==> config.mk <==
export PLATFORM = sky130hd
export DESIGN_NAME = fifo_flags
export DESIGN_NICKNAME = d
export VERILOG_FILES = /design/src/rtl/fifo_pkg.sv /design/src/rtl/fifo_mem.sv /design/src/rtl/fifo_flags.sv
export SDC_FILE = /design/constraint.sdc
export NUM_CORES = 1
export LEC_CHECK = 0
export CORE_MARGIN = 2
export CORE_UTILIZATION = 45
export CTS_BUF_LIST = sky130_fd_sc_hd__clkbuf_8
export CTS_CLUSTER_SIZE = 8
export DETAILED_ROUTE_END_ITERATION = 6
export HOLD_SLACK_MARGIN = 0.1
export PLACE_DENSITY = 0.69
export SYNTH_ARGS = -nofsm -noshare
export SYNTH_HDL_FRONTEND = slang
export SYNTH_SLANG_ARGS = --single-unit
==> constraint.sdc <==
create_clock -name clk -period 3.1 [get_ports clk]
set_input_delay 0.62 -clock clk [delete_from_list [all_inputs] [get_ports clk]]
set_output_delay 0.62 -clock clk [all_outputs]
set_load 0.01 [all_outputs]
==> src/rtl/fifo_pkg.sv <==
// Shared FIFO constants and flag bundle, also used by the flow-control FSM.
// Optional FIFO_UNDERFLOW_EN adds a sticky underflow output on fifo_flags.
package fifo_pkg;

  localparam int FIFO_DATA_W = 4;
  localparam int FIFO_ADDR_W = 3;
  localparam int FIFO_AF_DEF = 6;
  localparam int FIFO_AE_DEF = 2;
  localparam int FIFO_DEPTH  = 1 << FIFO_ADDR_W;

  typedef struct packed {
    logic empty;
    logic no_empty;
    logic full;
    logic almost_full;
    logic almost_empty;
  } flags_t;

  localparam flags_t FLAGS_RST = '{
    empty:        1'b1,
    no_empty:     1'b0,
    full:         1'b0,
    almost_full:  1'b0,
    almost_empty: 1'b1
  };

endpackage

==> src/rtl/fifo_mem.sv <==
// FIFO storage: register array, synchronous write, registered read.
// Read returns the pre-write word when both ports hit one address.
module fifo_mem
  import fifo_pkg::*;
#(
  parameter int DATA_W = FIFO_DATA_W,
  parameter int ADDR_W = FIFO_ADDR_W
) (
  input  logic              clk,
  input  logic              rst_n,
  input  logic              we,
  input  logic [ADDR_W-1:0] waddr,
  input  logic [DATA_W-1:0] wdata,
  input  logic              re,
  input  logic [ADDR_W-1:0] raddr,
  output logic [DATA_W-1:0] rdata
);

  localparam int DEPTH = 1 << ADDR_W;

  logic [DATA_W-1:0] mem [DEPTH];

  always_ff @(posedge clk) begin
    if (we) begin
      mem[waddr] <= wdata;
    end
  end

  always_ff @(posedge clk or negedge rst_n) begin
    if (!rst_n) begin
      rdata <= '0;
    end else if (re) begin
      rdata <= mem[raddr];
    end
  end

endmodule

==> src/rtl/fifo_flags.sv <==
// Single-clock FIFO with registered status flags and loadable thresholds.
// Define FIFO_UNDERFLOW_EN to add the sticky Fifo_underflow output.
module fifo_flags
  import fifo_pkg::*;
#(
  parameter int DATA_W = FIFO_DATA_W,
  parameter int ADDR_W = FIFO_ADDR_W,
  parameter int AF_DEF = FIFO_AF_DEF,
  parameter int AE_DEF = FIFO_AE_DEF
) (
  input  logic              clk,
  input  logic              reset,
  input  logic              init,
  input  logic [ADDR_W:0]   th_almost_full,
  input  logic [ADDR_W:0]   th_almost_empty,
  input  logic              push,
  input  logic [DATA_W-1:0] data_in,
  input  logic              pop,
  output logic [DATA_W-1:0] data_Fifo,
  output logic [ADDR_W:0]   count,
  output logic              empty_Fifo,
  output logic              no_empty_Fifo,
  output logic              full,
  output logic              almost_full,
  output logic              almost_empty,
`ifdef FIFO_UNDERFLOW_EN
  output logic              Fifo_underflow,
`endif
  output logic              Fifo_overflow
);

  localparam int DEPTH = 1 << ADDR_W;

  localparam logic [ADDR_W:0] DEPTH_C =
    (ADDR_W+1)'(DEPTH);
  localparam logic [ADDR_W:0] CNT_ONE =
    (ADDR_W+1)'(1);
  localparam logic [ADDR_W-1:0] PTR_ONE =
    (ADDR_W)'(1);
  localparam logic [ADDR_W:0] AF_RST =
    (ADDR_W+1)'(AF_DEF);
  localparam logic [ADDR_W:0] AE_RST =
    (ADDR_W+1)'(AE_DEF);

  logic [ADDR_W-1:0] wr_ptr;
  logic [ADDR_W-1:0] rd_ptr;
  logic [ADDR_W:0]   af_th;
  logic [ADDR_W:0]   ae_th;
  logic [ADDR_W:0]   count_nxt;
  logic              push_ok;
  logic              pop_ok;
  logic              push_rej;
  flags_t            flg_d;
  flags_t            flg_q;

  // A full FIFO still takes a push when a pop frees a slot.
  always_comb begin
    pop_ok   = pop && (count != '0);
    push_ok  = push && ((count != DEPTH_C) || pop);
    push_rej = push && !push_ok;
  end

  always_comb begin
    count_nxt = count;
    unique case ({push_ok, pop_ok})
      2'b10:   count_nxt = count + CNT_ONE;
      2'b01:   count_nxt = count - CNT_ONE;
      default: count_nxt = count;
    endcase
  end

  always_comb begin
    flg_d              = FLAGS_RST;
    flg_d.empty        = (count_nxt == '0);
    flg_d.no_empty     = (count_nxt != '0);
    flg_d.full         = (count_nxt == DEPTH_C);
    flg_d.almost_full  = (count_nxt >= af_th);
    flg_d.almost_empty = (count_nxt <= ae_th);
  end

  always_ff @(posedge clk or negedge reset) begin
    if (!reset) begin
      wr_ptr <= '0;
      rd_ptr <= '0;
      count  <= '0;
      flg_q  <= FLAGS_RST;
    end else begin
      if (push_ok) begin
        wr_ptr <= wr_ptr + PTR_ONE;
      end
      if (pop_ok) begin
        rd_ptr <= rd_ptr + PTR_ONE;
      end
      count <= count_nxt;
      flg_q <= flg_d;
    end
  end

  // New thresholds apply to flags from the edge after init.
  always_ff @(posedge clk or negedge reset) begin
    if (!reset) begin
      af_th <= AF_RST;
      ae_th <= AE_RST;
    end else if (init) begin
      af_th <= th_almost_full;
      ae_th <= th_almost_empty;
    end
  end

  always_ff @(posedge clk or negedge reset) begin
    if (!reset) begin
      Fifo_overflow <= 1'b0;
    end else if (init) begin
      Fifo_overflow <= 1'b0;
    end else if (push_rej) begin
      Fifo_overflow <= 1'b1;
    end
  end

`ifdef FIFO_UNDERFLOW_EN
  logic pop_rej;

  assign pop_rej = pop && (count == '0);

  always_ff @(posedge clk or negedge reset) begin
    if (!reset) begin
      Fifo_underflow <= 1'b0;
    end else if (init) begin
      Fifo_underflow <= 1'b0;
    end else if (pop_rej) begin
      Fifo_underflow <= 1'b1;
    end
  end
`endif

  assign empty_Fifo    = flg_q.empty;
  assign no_empty_Fifo = flg_q.no_empty;
  assign full          = flg_q.full;
  assign almost_full   = flg_q.almost_full;
  assign almost_empty  = flg_q.almost_empty;

  fifo_mem #(
    .DATA_W (DATA_W),
    .ADDR_W (ADDR_W)
  ) u_mem (
    .clk   (clk),
    .rst_n (reset),
    .we    (push_ok),
    .waddr (wr_ptr),
    .wdata (data_in),
    .re    (pop_ok),
    .raddr (rd_ptr),
    .rdata (data_Fifo)
  );

endmodule

# == After elaboration in Yosys (flattened, before gate mapping) ==
# Memory sizes are Yosys's and may differ from the RTL's. A register that Yosys moved wholly into a read port is not among the register bits.
# Cells that the tools add are included.
# Widths: inputs -> output; s select.
# totals
n_memories,1
ram_bits,32
inputBits,17
ff_bits,24
output_inout_bits,14
elab_cells,37
# mem_list
name,words,width,read_ports,rd_ports_with_merged_regs,wr,line_no,text
u_mem.mem,8,4,1,1,1,fifo_mem.sv:21,logic [DATA_W-1:0] mem [DEPTH];
# op_classes
n_addsub,4
n_eq_ne,4
n_reduce_logical,10
n_lt_le_gt_ge,2
mux,5
# ops
op,n
$pmux 4 s2,1
$reduce_bool 4->1,2
$add 3x1->3 const B,2
$add 4x1->4 const B,1
$eq 4x4->1 const B,1
$ge 4x4->1,1
$le 4x4->1,1
$logic_not 4->1,1
$mux 1,4
$ne 4x4->1 const B,1
$sub 4x1->4 const B,1
$logic_and 1x1->1,3
$eq 2x1->1 const B,1
$eq 2x2->1 const B,1
$logic_not 1->1,2
$reduce_bool 2->1,1
$logic_or 1x1->1,1

# == Longest topological paths before layout ==
# Gate-level depths: netlist of the first run.
# depth
depth_word,7
depth_mapped,16
ltp_nobuf,15

# == Cells and area by module ==
# A second synthesis of the first run with hierarchy kept.
# unflattened
cells_unflattened,198
area_unflattened_um2,2713.9
# modules_own_cells
mod,area_per_inst_um2,cells_per_inst,instances,seq_area_each_um2
fifo_mem,1456.4,87,1,1061.0
fifo_flags,1257.5,111,1,606.8

# == Worst setup path after synthesis of the first run ==
# No wires, ideal clock.
# synth_path
kind,flip-flop to flip-flop
start,reg count[2]
end,"reg flg_q, in the netlist almost_full"
stages_incl_launch_ff,16
required_time_ns,2.974
synth_period_minus_slack_ns,3.278
path_buffers,2
t_arrival_ns,3.152
setup_time_ns,0.126
slack_ns,-0.178
cell_sequence,dfrtp_1 buf_6 or2_2 nor2_1 nand2_1 and2_1 inv_1 ha_1 buf_2 nor2b_1 nand2b_1 ha_1 nand2b_1 a21o_1 maj3_2 maj3_2
# synth_lines
item,line_no,text
start: declaration,fifo_flags.sv:20,"output logic [ADDR_W:0] count,"
start signal: assignment,fifo_flags.sv:94,count <= count_nxt;
end signal: assignment,fifo_flags.sv:95,flg_q <= flg_d;
end: declaration,fifo_flags.sv:54,flags_t flg_q;

==> impl_metrics.ini, run 1 <==
[timing]
final_hold_viol_count = 0
finClkSkew_ns = 0.0101
minimum_period_implied_by_the_final_worst_setup_slack_ns = 2.88
report.final.slew_viol_count = 0
tightestPinTransition_ns = 0.621
setup_violations = 0
layout_setup_ws_ns = 0.222
layout_worst_path_cycle_share_pct = 92.8
rsz_0062_raised_after_global_routing = false
max_clock_freq_mhz = 347
worst_slew_margin_rel_pct = 58.6

[cells_and_area]
non_filler_cells_in_the_finished_layout = 341
finalInstanceArea_sq_mm = 0.00350
area_growth_syn_to_layout_pct = 29.2
finalNetCount = 288
drive_above_1_share_pct = 27.8
layout.area.seq_sq_mm = 0.00167
multi_input_comb_area_sq_mm = 0.00102
insertedDiodeCount = 0
filler_cell_count = 460

[global_route]
grt_pass1_vias = 1610
groute.usage.overall_pct = 17.0
grt_first_pass_wirelength_um = 7980
initial_antenna_violation_count = 0
globalRouteOverflowTotal = 0
grt_max_degree = 29

[worst_setup_path]
critical_path.startpoint_type = primary input
critPathRequiredTime_ns = 3.33
worst-endpoint-arrival_ns = 3.10
path_delay_family = adder cells
slowest_delay_ns = 0.46
setup.worst_path.end_class = flop
cp_num_buf_inv = 1
critical_setup_path_kind = primary input to flop
path_cells = clkdlybuf4s50_1 > nand2b_4 > nor2_1 > xor2_1 > ha_1 > mux2_4 > ha_1 > a21o_1 > maj3_2 > maj3_2
crit_path_top_delay_cell = sky130_fd_sc_hd__clkdlybuf4s50_1
cp_max_fo = 3

[clock_tree]
cts.sinks = 60
cts-htree-levels = 3
cts_buffer_depth = 2
worst_skew_pair.late_latency_ns = 0.34
clock-root-buffer = sky130_fd_sc_hd__clkbuf_8
path_clk_slew_ns = 0.07
tritoncts.num_buffers = 9
cts_tree = built

[route]
detail-route-antenna-nets = 0
route.final.wire_length_um = 5100
route.detailed.wl_per_inst_um = 14.9
drt_drc_violations_left = 0
drt_iter0_markers = 115
route.detailed.vias_per_inst = 4.97
first_pass_iteration_count_of_the_detailed_router = 4
route.vias.total = 1695

[hold_path]
hold_path_class = flop to flop

[status]
outcome = finished clean

[synthesis]
synthDominantCellAreaShare_pct = 35.4
synth_area_leader_cell = sky130_fd_sc_hd__edfxtp_1
synth.distinct_cells = 39
synthesis.instances = 204
synth_area_per_cell_sq_um = 13.3
postSynthRegisterBits = 60
netlist_area_sq_mm = 0.00271
synthesis.nets = 231
synthArstFlopShare_pct = 46.7
synth.yosys.warnings = 0
synth_ff_type = sky130_fd_sc_hd__edfxtp_1
synth_edf_count = 32
yosysSeqAreaShare_pct = 61.5
post_synth_main_area_contributors = sky130_fd_sc_hd__edfxtp_1, sky130_fd_sc_hd__dfrtp_1, sky130_fd_sc_hd__mux4_2

[pwr]
p_per_cell_area_mw_per_mm2 = 928
vdd_drop_max_mv = 0.487
static-leakage-power_nw = 1.41
design_power_mw = 3.25

[floorplan]
die-height_um = 81.6
die-width_um = 81.6
num_io_pins = 31
placementRows = 28
start_util_pct = 46.1
die_area_sq_mm = 0.00666
core-area_sq_mm = 0.00589

[placement]
number_of_cells_after_detailed_placement = 323
io_buffer_count = 30
dp_worst_setup_slack_ns = -0.368
dpl_cell_area_sq_mm = 0.00324
dp.final_hpwl_um = 3610
gp_routability_congestion = 0.807

[run]
maxCapViolations = 0
-- cells in the mapped netlist (all sizes together) (3+ instances only) --
master  instances
edfxtp         32
nand2          27
dfrtp          23
o21ai          16
nor2           13
ha             10
inv             9
nand2b          9
mux4            8
buf             6
a21oi           5
dfstp           5
mux2i           5
nor3            5
mux2            3
nor2b           3
xnor2           3
xor2            3
-- state kept, by name, summed over array words and instances, names as in the netlist --
name,cells
almost_empty,1
Fifo_overflow,1
almost_full,1
count,4
no_empty_Fifo,1
full,1
wr_ptr,3
ae_th,4
u_mem.mem,32
rd_ptr,3
af_th,4
u_mem.rdata,4
empty_Fifo,1
-- layout make-up --
| type | count | area share [%] |
|---|---|---|
| inverters | 9 | 0.965 |
| clock buffers | 9 | 3.54 |
| well taps | 75 | 2.68 |
| flip-flops and latches | 60 | 47.6 |
| clock inverters | 7 | 2.14 |
| repair buffers | 54 | 13.8 |
| multi-input cells | 127 | 29.3 |
-- what timing repair did --
item                                    CTS  global route
hold buffers                              0             0
endpoints found under the hold margin     0             0
setup buffers                             0             2
gates resized for setup                   1             7
pin swaps                                 0             3
endpoints found under the setup margin    1             2
-- cells in the final DEF, fill, tap and decap left out, drive strengths merged, types with 2 or more instances in the layout --
| cell type | instances |
|---|---|
| nor2 | 13 |
| clkinvlp | 3 |
| xnor2 | 3 |
| mux2 | 3 |
| clkdlybuf4s50 | 29 |
| xor2 | 3 |
| clkbuf | 9 |
| mux2i | 5 |
| edfxtp | 32 |
| o21a | 2 |
| mux4 | 8 |
| a21oi | 5 |
| o21ai | 16 |
| dfrtp | 23 |
| clkinv | 2 |
| maj3 | 2 |
| dfstp | 5 |
| buf | 24 |
| nor3 | 5 |
| inv | 10 |
| nand2b | 9 |
| nor2b | 3 |
| nand2 | 27 |
| ha | 10 |
| or2 | 2 |
-- where the power goes --
group	total, mW	internal (mW)	switching [mW]
logic	1.32	0.755	0.565
registers	1.23	1.04	0.189
clock network	0.701	0.373	0.328
-- per-layer routing --
| metal | routed length [um] | global-route usage (%) | vias to the layer above |
|---|---|---|---|
| li1 | - | - | 845 |
| met1 | 2500 | 23.5 | 811 |
| met2 | 2330 | 24.3 | 33 |
| met3 | 183 | 5.27 | 6 |
| met4 | 85 | 8.50 | 0 |
| met5 | 0 | 0 | - |
-- through the flow --
stage | TNS (ns) | hold slack, ns | utilization (%)
6_report | 0 | 0.481 | 59.5
5_1_grt | 0 | 0.502 | 59.5
4_1_cts | 0 | 0.488 | 58.7
3_5_place_dp | -1.15 | 0.471 | 55.1
3_3_place_gp | -0.916 | 0.461 | 55.1
2_1_floorplan | 0 | 0.324 | -
-- worst reg2reg max path: cells and delay by family (launching register included) --
family / cells / cell delay [ns]
AO/OA/AOI/OAI: 1 / 0.17
adder cells (fa/ha/maj): 4 / 1.18
buffers and inverters: 1 / 0.08
flip-flops: 1 / 0.49
AND/OR/NAND/NOR: 5 / 0.83
-- cells by family (layout without fill, tap and decap cells) --
kind of cell,Yosys count,in the layout,synth area share (%)
buffers and inverters,17,79,3.00
AOI/OAI and AO/OA,30,30,6.60
xor gates and xnor gates,6,6,1.94
DFF,60,60,61.5
adders and majority gates,12,12,5.45
muxes,16,16,9.74
and+or+nand+nor,63,63,11.8
-- path summary, 6_finish.rpt --
path / cells past startpoint / endpoint / slack (ns) / from
setup / recovery: 10 / almost_full / 0.22 / push
hold reg to reg: 2 / u_mem.rdata[2] / 0.48 / u_mem.rdata[2]
max in group asynchronous: 2 / ae_th[1] / 2.13 / reset
min in group asynchronous: 2 / u_mem.rdata[0] / 0.66 / reset
hold / removal: 2 / u_mem.rdata[2] / 0.48 / u_mem.rdata[2]
setup reg to reg: 11 / almost_full / 0.23 / count[0]
Note: power is estimated with default switching activity, not from simulation.
==> run 2: changes to the inputs <==
--- a/config.mk
+++ b/config.mk
@@ -5,6 +5,7 @@
 export SDC_FILE = /design/constraint.sdc
 export NUM_CORES = 1
 export LEC_CHECK = 0
+export ABC_AREA = 1
 export CORE_MARGIN = 2
 export CORE_UTILIZATION = 45
 export CTS_BUF_LIST = sky130_fd_sc_hd__clkbuf_8
@@ -14,4 +15,5 @@
 export PLACE_DENSITY = 0.69
 export SYNTH_ARGS = -nofsm -noshare
 export SYNTH_HDL_FRONTEND = slang
+export SYNTH_HIERARCHICAL = 1
 export SYNTH_SLANG_ARGS = --single-unit
==> run 2 against run 1 <==
Sequential power about the same; sequential share of layout area up 1.4 points; clock power down 11%; via count up 16%; combinational power down 6%; global-route usage down 0.24 points; non-clock buffer count down 18; critical path type unchanged; synthesized cell count up 44%.
==> impl_metrics.ini, run 2 <==
[worst_setup_path]
critPathRequiredTime_ns = 3.32
crit_path_top_delay_cell = sky130_fd_sc_hd__fa_1
cp_num_buf_inv = 1
crit_cells = 17
cp_max_fo = 5
crit_top_cell = sky130_fd_sc_hd__nand2_1
critical_setup_path_kind = primary input to flop
worst-endpoint-arrival_ns = 2.99
slowest_delay_ns = 0.45
path_delay_family = adder cells
reg2regPathDepth = 15
setup.worst_path.end_class = flop
path_cells = clkdlybuf4s50_1 > nor2_1 > nand3_1 > nand2_2 > ha_1 > fa_1 > nand2_1 > nand2_1 > ha_1 > nand2_1 > nand2_1 > nand2_1 > nand2_1 > nand2_1 > nand2_1 > nand2_1 > nand2_1
critical_path.startpoint_type = primary input

[synthesis]
synth_fa_ha_area_share_pct = 5.59
synth_ff_type = sky130_fd_sc_hd__edfxtp_1
synth_area_per_cell_sq_um = 9.60
synth_mux_area_share_pct = 0.798
synthesis.nets = 323
synth.yosys.warnings = 6
yosysSeqAreaShare_pct = 59.1
post_synth_xor_area_fraction_pct = 1.55
synth_simple_gate_area_share_pct = 22.2
yosys.cell_count.top_type = sky130_fd_sc_hd__nand2_1
postSynthRegisterBits = 60
post_synth_main_area_contributors = sky130_fd_sc_hd__edfxtp_1, sky130_fd_sc_hd__dfrtp_1, sky130_fd_sc_hd__nand2_1
synthArstFlopShare_pct = 46.7
combinational_family_with_the_most_area_after_synthesis = simple AND/OR/NAND/NOR gates
synth-compound-area-share_pct = 2.13
synth_area_leader_cell = sky130_fd_sc_hd__edfxtp_1
synthesis.instances = 294
synth_common_cells = sky130_fd_sc_hd__nand2_1, sky130_fd_sc_hd__inv_1, sky130_fd_sc_hd__edfxtp_1, sky130_fd_sc_hd__nand3_1, sky130_fd_sc_hd__dfrtp_1
synth_edf_count = 32
synth.distinct_cells = 25
synthDominantCellAreaShare_pct = 34.0
netlist_area_sq_mm = 0.00282

[global_route]
globalRouteMet1Util_pct = 22.9
globalRouteOverflowTotal = 0
global_route.peak_usage_layer = met2
grt_first_pass_wirelength_um = 9030
initial_antenna_violation_count = 0
global_route.usage.met2_pct = 24.5
grt_pass1_vias = 1950
grt_max_degree = 29
met3_usage_pct = 5.17
groute.usage.overall_pct = 16.8

[floorplan]
die-height_um = 83.2
start_util_pct = 47.1
core-area_sq_mm = 0.00599
num_io_pins = 31
die-width_um = 83.2
die_area_sq_mm = 0.00692
placementRows = 28

[cells_and_area]
largest_register_ff_count = 32
filler_cell_count = 504
final_common_cell = sky130_fd_sc_hd__nand2_1
insertedDiodeCount = 0
most-common-layout-cells = sky130_fd_sc_hd__nand2_1, sky130_fd_sc_hd__inv_1, sky130_fd_sc_hd__edfxtp_1
finalInstanceArea_sq_mm = 0.00340
finalNetCount = 365
drive_above_1_share_pct = 11.1
largest_register = u_mem/mem
area_growth_syn_to_layout_pct = 20.6

[clock_tree]
cts-htree-levels = 3
post_cts_buffers = 0
post_cts_resized = 0
cts.sinks = 60
cts_tree = built
tritoncts.num_buffers = 9
worst_skew_pair.late_latency_ns = 0.32
cts_buffer_depth = 2
clock-root-buffer = sky130_fd_sc_hd__clkbuf_8
hold_buffers = 0
path_clk_slew_ns = 0.06

[timing]
report.final.slew_viol_count = 0
finClkSkew_ns = 0.00538
summed_negative_setup_slack_over_all_endpoints_ns = 0
tightestPinTransition_ns = 0.705
rsz_0062_raised_after_global_routing = false
layout_worst_path_cycle_share_pct = 89.5
max_clock_freq_mhz = 360
worst_slew_margin_rel_pct = 53.0
minimum_period_implied_by_the_final_worst_setup_slack_ns = 2.77
layout_setup_ws_ns = 0.325
setup_violations = 0
final_hold_viol_count = 0

[route]
route.final.wire_length_um = 5220
route.detailed.vias_per_inst = 4.71
route.vias.total = 1958
detail-route-antenna-nets = 0
drt_drc_violations_left = 0
route.detailed.wl_per_inst_um = 12.6
drt_iter0_markers = 80
first_pass_iteration_count_of_the_detailed_router = 6

[pwr]
static-leakage-power_nw = 1.60
vdd_drop_max_mv = 0.496
p_per_cell_area_mw_per_mm2 = 910

[hold_path]
hold_path_class = flop to flop
holdPathStages = 2

[placement]
io_buffer_count = 30
dp.final_hpwl_um = 3860
dpl_cell_area_sq_mm = 0.00322
dp_worst_setup_slack_ns = 0.0292
gp_routability_congestion = 0.766

[run]
maxCapViolations = 0

[status]
outcome = finished clean
[run 2: cell types whose count changed after synthesis, moves of 7 or more]
cell,before,now
sky130_fd_sc_hd__nand3_1,0,30
sky130_fd_sc_hd__o21ai_0,15,8
sky130_fd_sc_hd__nand2_1,27,93
sky130_fd_sc_hd__inv_1,9,50
sky130_fd_sc_hd__mux4_2,8,0
sky130_fd_sc_hd__nand2b_1,8,0
[run 2: cells by family after synthesis]
kind of cell             after synthesis
AND/OR/NAND/NOR                      144
flip-flops                            60
buffers and inverters                 59
AO/OA/AOI/OAI                         12
adder cells (fa/ha/maj)               12
XOR/XNOR                               5
multiplexers                           2
[run 2: worst paths after layout]
check / startpoint / endpoint / slack, ns
min reg2reg: u_mem/rdata[2] / u_mem/rdata[2] / 0.48
max in group asynchronous: reset / almost_empty / 2.13
max: pop / almost_full / 0.33
min: u_mem/rdata[2] / u_mem/rdata[2] / 0.48
max reg2reg: count[1] / almost_empty / 0.40
min in group asynchronous: reset / no_empty_Fifo / 0.67
[run 2: through the flow]
stage	hold slack (ns)	instances	total power, mW	util [%]
after global placement	0.466	400	2.46	53.8
final	0.484	416	3.10	56.8
after floorplan	0.324	294	2.06	-
after CTS	0.490	416	3.13	56.8
after global routing	0.507	416	3.37	56.8
after detailed placement	0.474	400	2.49	53.8
[run 2: per-layer routing]
metal | vias up | routed length [um]
li1 | 1009 | -
met1 | 908 | 2580
met2 | 31 | 2330
met3 | 10 | 209
met4 | 0 | 104
met5 | - | 0
[run 2: cell type report]
type | count | area, sq um | area share [%]
Inverter | 54 | 205 | 6.03
Timing Repair Buffer | 36 | 345 | 10.1
Tap cell | 75 | 93.8 | 2.76
Clock inverter | 4 | 16.3 | 0.478
Multi-Input combinational cell | 175 | 911 | 26.8
Clock buffer | 12 | 165 | 4.85
Sequential cell | 60 | 1670 | 49.0
[run 2: worst register-to-register path: cells and delay by family, from the launching register on]
family	cells	cell delay, ns
buf+inv	1	0.07
compound gates	2	0.24
fa+ha+maj	3	0.86
simple gates	9	1.00
flops	1	0.44
[run 2: where the power goes]
part           internal (mW)  total [mW]  switching (mW)  leakage [nW]
Combinational          0.546        1.24           0.696         0.873
Clock                  0.346       0.623           0.278         0.106
Sequential              1.06        1.23           0.177         0.618
Total                   1.95        3.10            1.15          1.60
